==> src/rtl/ps2_keycode_decoder.sv <==
// PS/2 scan-code-set-2 receiver and held-key bitmap for two players.
// Player one uses A/D/W/S, player two the E0-prefixed arrow keys.
module ps2_keycode_decoder #(
  parameter int unsigned TIMEOUT_CYCLES = 50000
) (
  input  logic       Clk,
  input  logic       ResetN,
  input  logic       PS2Clk,
  input  logic       PS2Data,
  input  logic       Clear,
  output logic [7:0] Keycode,
  output logic       KeyEvent,
  output logic       FrameErr
);

  localparam logic [15:0] TO_LAST = 16'(TIMEOUT_CYCLES - 1);

  typedef enum logic [1:0] {
    NORMAL,
    EXT,
    BRK,
    EXTBRK
  } state_t;

  state_t      state;
  logic [1:0]  clk_sync;
  logic [1:0]  dat_sync;
  logic        clk_prev;
  logic        fall;
  logic        din;
  logic [3:0]  bit_cnt;
  logic [7:0]  shreg;
  logic        par_bit;
  logic [15:0] to_cnt;
  logic        byte_done;
  logic        byte_good;
  logic        byte_bad;
  logic        timeout_hit;
  logic        is_prefix;
  logic [7:0]  std_mask;
  logic [7:0]  ext_mask;

  always_ff @(posedge Clk or negedge ResetN) begin
    if (!ResetN) begin
      clk_sync <= '1;
      dat_sync <= '1;
      clk_prev <= 1'b1;
    end else begin
      clk_sync <= {clk_sync[0], PS2Clk};
      dat_sync <= {dat_sync[0], PS2Data};
      clk_prev <= clk_sync[1];
    end
  end

  assign fall        = clk_prev & ~clk_sync[1];
  assign din         = dat_sync[1];
  assign byte_done   = fall && (bit_cnt == 4'd10);
  assign byte_good   = byte_done && din && (^{shreg, par_bit});
  assign byte_bad    = byte_done && !byte_good;
  // A falling edge restarts the idle timer, so it wins over a same-cycle expiry.
  assign timeout_hit = !fall && (bit_cnt != 4'd0) && (to_cnt == TO_LAST);

  always_ff @(posedge Clk or negedge ResetN) begin
    if (!ResetN) begin
      bit_cnt  <= '0;
      shreg    <= '0;
      par_bit  <= 1'b0;
      to_cnt   <= '0;
      FrameErr <= 1'b0;
    end else begin
      FrameErr <= byte_bad | timeout_hit;
      if (fall) begin
        to_cnt <= '0;
        case (bit_cnt)
          4'd0: begin
            if (!din) bit_cnt <= 4'd1;
          end
          4'd1, 4'd2, 4'd3, 4'd4, 4'd5, 4'd6, 4'd7, 4'd8: begin
            shreg   <= {din, shreg[7:1]};
            bit_cnt <= bit_cnt + 4'd1;
          end
          4'd9: begin
            par_bit <= din;
            bit_cnt <= 4'd10;
          end
          default: bit_cnt <= '0;
        endcase
      end else if (bit_cnt != 4'd0) begin
        if (timeout_hit) begin
          bit_cnt <= '0;
          to_cnt  <= '0;
        end else begin
          to_cnt <= to_cnt + 16'd1;
        end
      end else begin
        to_cnt <= '0;
      end
    end
  end

  always_comb begin
    std_mask  = '0;
    ext_mask  = '0;
    is_prefix = (shreg == 8'hE0) || (shreg == 8'hF0);
    case (shreg)
      8'h1C:   std_mask = 8'h80;
      8'h23:   std_mask = 8'h40;
      8'h1D:   std_mask = 8'h20;
      8'h1B:   std_mask = 8'h10;
      default: std_mask = '0;
    endcase
    case (shreg)
      8'h6B:   ext_mask = 8'h08;
      8'h74:   ext_mask = 8'h04;
      8'h75:   ext_mask = 8'h02;
      8'h72:   ext_mask = 8'h01;
      default: ext_mask = '0;
    endcase
  end

  always_ff @(posedge Clk or negedge ResetN) begin
    if (!ResetN) begin
      state    <= NORMAL;
      Keycode  <= '0;
      KeyEvent <= 1'b0;
    end else begin
      KeyEvent <= 1'b0;
      if (Clear) begin
        Keycode <= '0;
        state   <= NORMAL;
      end else if (byte_bad || timeout_hit) begin
        state <= NORMAL;
      end else if (byte_good) begin
        case (state)
          NORMAL: begin
            if (shreg == 8'hE0) begin
              state <= EXT;
            end else if (shreg == 8'hF0) begin
              state <= BRK;
            end else if (std_mask != '0) begin
              Keycode  <= Keycode | std_mask;
              KeyEvent <= 1'b1;
            end
          end
          EXT: begin
            if (shreg == 8'hF0) begin
              state <= EXTBRK;
            end else if (shreg == 8'hE0) begin
              state <= EXT;
            end else begin
              state <= NORMAL;
              if (ext_mask != '0) begin
                Keycode  <= Keycode | ext_mask;
                KeyEvent <= 1'b1;
              end
            end
          end
          BRK: begin
            state <= NORMAL;
            if (!is_prefix && std_mask != '0) begin
              Keycode  <= Keycode & ~std_mask;
              KeyEvent <= 1'b1;
            end
          end
          default: begin
            state <= NORMAL;
            if (!is_prefix && ext_mask != '0) begin
              Keycode  <= Keycode & ~ext_mask;
              KeyEvent <= 1'b1;
            end
          end
        endcase
      end
    end
  end

endmodule
==> config.mk <==
export PLATFORM = sky130hd
export DESIGN_NAME = ps2_keycode_decoder
export DESIGN_NICKNAME = d
export VERILOG_FILES = /design/src/rtl/ps2_keycode_decoder.sv
export SDC_FILE = /design/constraint.sdc
export NUM_CORES = 1
export LEC_CHECK = 0
export BUFFER_PORTS_ARGS = -buffer_cell sky130_fd_sc_hd__buf_2
export CAP_MARGIN = 20
export CORE_MARGIN = 8
export CORE_UTILIZATION = 40
export DETAILED_ROUTE_END_ITERATION = 8
export GPL_TIMING_DRIVEN = 0
export PLACE_DENSITY_LB_ADDON = 0.05
export REMOVE_ABC_BUFFERS = 1
export SLEW_MARGIN = 10
export SYNTH_ARGS = -nofsm -noshare
export SYNTH_HDL_FRONTEND = slang
export SYNTH_SLANG_ARGS = --single-unit
export TNS_END_PERCENT = 1
==> constraint.sdc <==
create_clock -name Clk -period 2.6 [get_ports Clk]
set_input_delay 0.78 -clock Clk [delete_from_list [all_inputs] [get_ports Clk]]
set_output_delay 0.78 -clock Clk [all_outputs]
set_load 0.05 [all_outputs]
==> results.md <==
- Cell with the largest stage delay on the worst path: xor3_1
- Met2 wire length: 2610 um
- Cells after Synth: 278
- Post-CTS Repair Setup Buffers: 0
- CTS Sinks: 46
- Root Buffer: clkbuf_8
- Top Family by Delay on Critical Path: simple AND/OR/NAND/NOR gates
- Finished Core Util: 43.9%
- Clock Pin Slew Worst Setup and Hold Paths: 100 ps
- Number of nets in the layout: 302
- Number of port buffers: 14
- Worst-case vdd ir drop: 0.326 mV
- Worst slew margin relative to its limit: 62.6%
- Power density over the cells: 754 nW/um2
- Post-layout minimum cycle time: 2400 ps
- Area of the core: 6640 um2
- Highest attainable clock frequency: 0.417 GHz
- H-tree depth: 2
- Core Rows: 30
- Detailed Route WL: 5460 um
- Number of flops mapped to enable cells by yosys: 0
- Run status: finished, final reports clean
- Total internal power: 0.00140 W
- Setup crit start kind: flop
- Sequential cell area fraction in the yosys report: 43.0%
- Number of placed instances, taps included: 360
- Max clock buf depth: 2
- Syn_area_per_cell: 9.69 um2
- Maximum fanout along the worst path: 10
- Async S/R FF share, synth: 100%
- Required @ worst endpoint: 2790 ps
- Worst slew pin tran: 562 ps
- Initial antenna violation count: 0
- Height of the chip: 98.1 um
- Number of synthesized register bits: 46
- Final worst clock skew: 17.8 ps
- Largest net degree at the start of global routing: 47
- Mapped Area: 2690 um2
- DPL Wire Length: 3870 um
- Distinct cell type count after synthesis: 55
- Net Switching: 0.000798 W
- Ratio of cells with drive above 1 in the final layout: 17.3%
- Final std cells w/o fill: 369
- Number of DRC violations after detailed routing: 0
- Final Wtd Congestion: 0.750
- Share of total power consumed by net switching: 36.3%
- Warnings, synthesis: 0
- CTS tree: built
- Syn-to-layout area delta: 8.31%
- Metal1 wirelength: 2560 um
- Worst setup slack after placement: 140 ps
- CTS hold repair buffers: 0
- Worst-path cell chain: xor3_1 -> nor4_1 -> mux2i_2 -> nor3_4 -> nand2_1 -> o221a_2
- Full die area: 9620 um2
- GRT Total Usage: 12.1%
- DR WL met3: 185 um
- Setup repair after global routing missed its margin: false
- Wire length of the first global-routing pass: 9460 um
- Arrival time at the worst endpoint: 2580 ps
- Commonest cells after routing, fill and taps aside: dfrtp_1, nor2_1, nand2_1
- Leakage power of the design: 1.23 nW
- Vias in the first global route: 1986
- Kind of critical path: reg2reg
- Combinational Power Share: 32.7%
- TritonCTS buffer count: 5
- Overflow left after global routing: 0
- Crit path setup slack, layout: 204 ps
- Proportion of power drawn by the clock network: 21.5%
- Max Slew Vio Count: 0
- Via-per-instance ratio: 5.37
- Ys flop type: dfrtp_1
- Buffers and inverters on the worst path: 0
- Vias post-DR: 1982
- Antenna diode count: 0
- Number of fillers in the final layout: 662
- I/O pin cnt: 15
- Sequential share of power: 45.8%
- Later-pin clock latency in the skew report: 310 ps
- Final hold violations: 0
- Routed length per placed instance: 14.8 um
- Number of routed nets with antenna violations: 0
- Top layer reached by signal wires: met4
- Detailed-routing iteration count for the pre-antenna-repair pass: 4
- Starting utilization of the core area: 40.5%
- Most frequent standard cell in the layout excluding fill and tap cells: dfrtp_1
- Stage delay of the slowest cell on the critical path: 530 ps
- Detailed router's first-iteration violation count: 89
- Die boundary width: 98.1 um
- Worst Setup End Kind: flop
- Share of the cycle needed by the critical path after routing: 92.1%
- HP Class: in2async
- Maximum Capacitance Violations: 0
- Setup-failing EPs final: 0
worst reg2reg max path, cell delays in order, from the launching register on:
cell and delay, ps:
dfrtp_1 510, xor3_1 530, nor4_1 270, mux2i_2 230
nor3_4 290, nand2_1 180, o221a_2 270
timing repair:
| action | CTS | global route |
|---|---|---|
| hold endpoints to repair | 0 | 0 |
| endpoints found under the setup margin | 0 | 4 |
| resized for setup | 0 | 1 |
synth_stat cells, drive strengths merged, types with 3 or more instances:
| master | instances | area [um2] |
|---|---|---|
| or3 | 6 | 37.5 |
| nor3 | 7 | 40.0 |
| or3b | 3 | 31.3 |
| a21oi | 12 | 60.1 |
| nand3b | 4 | 30.0 |
| mux2 | 8 | 90.1 |
| inv | 12 | 45.0 |
| ha | 9 | 113 |
| dfrtp | 41 | 1030 |
| xnor2 | 7 | 61.3 |
| nor2 | 35 | 131 |
| nor4 | 3 | 18.8 |
| nand3 | 6 | 30.0 |
| dfstp | 5 | 131 |
| xor2 | 8 | 70.1 |
| nand2b | 4 | 25.0 |
| clkbuf | 7 | 26.3 |
| buf | 6 | 55.1 |
| nor4bb | 3 | 30.0 |
| nor2b | 3 | 18.8 |
| nand2 | 24 | 90.1 |
| a31oi | 3 | 18.8 |
| and3 | 5 | 31.3 |
| o21ai | 18 | 90.1 |
| o221a | 4 | 45.0 |
worst paths after layout:
check,from,to,slack [ps],cells past startpoint
min,ResetN,Keycode[5],360,1
min reg2reg,clk_sync[0],clk_sync[1],360,0
max reg2reg,shreg[1],Keycode[0],200,6
max,shreg[1],Keycode[0],200,6
min in group Clk,clk_sync[0],clk_sync[1],360,0
max in group asynchronous,ResetN,clk_prev,1670,2
kinds of logic (layout without fill, tap and decap cells):
group           Yosys count  count (layout)  share of synthesized area, %
flops                    46              46                          43.0
xor+xnor                 17              17                          6.60
simple gates            117             117                          23.6
buf+inv                  25              36                          4.69
compound gates           54              54                          13.7
mux                      10              10                          4.23
fa+ha+maj                 9               9                          4.18
area by class of cell:
type	instances	area [um2]	area share [%]
clock buffer	6	82.6	2.83
clock inverter	2	12.5	0.429
inverter	12	45.0	1.54
multi-input combinational	207	1420	48.8
sequential	46	1160	39.7
tap	80	100	3.43
timing repair buffer	16	97.6	3.34
metal layers:
| metal | up-vias | GRT usage, % |
|---|---|---|
| met5 | - | 0 |
| met4 | 0 | 4.56 |
| met3 | 9 | 3.20 |
| met2 | 22 | 20.2 |
| met1 | 946 | 14.4 |
| li1 | 1005 | - |
power by group through the flow:
stage / registers, W / clock network, W / logic, W
after floorplan: 0.000962 / 0 / 0.000600
after global placement: 0.00102 / 0 / 0.000706
after detailed placement: 0.00103 / 0 / 0.000718
after CTS: 0.00101 / 0.000497 / 0.000724
after global routing: 0.00103 / 0.000517 / 0.000813
final: 0.00101 / 0.000474 / 0.000720
metrics by stage:
step | hold WS (ps) | power [W] | area [um2] | TNS, ps
2_1_floorplan | 345 | 0.00156 | 2610 | 0
3_3_place_gp | 345 | 0.00173 | 2780 | -1930
3_5_place_dp | 347 | 0.00174 | 2800 | 0
4_1_cts | 360 | 0.00223 | 2890 | 0
5_1_grt | 361 | 0.00236 | 2920 | 0
6_report | 356 | 0.00220 | 2920 | 0
state kept, by name, summed over array words and instances (netlist names):
name / count
to_cnt: 16
Keycode: 8
shreg: 8
bit_cnt: 4
clk_sync: 2
dat_sync: 2
state: 2
FrameErr: 1
KeyEvent: 1
clk_prev: 1
par_bit: 1
Note: power is estimated with default switching activity, not from simulation.
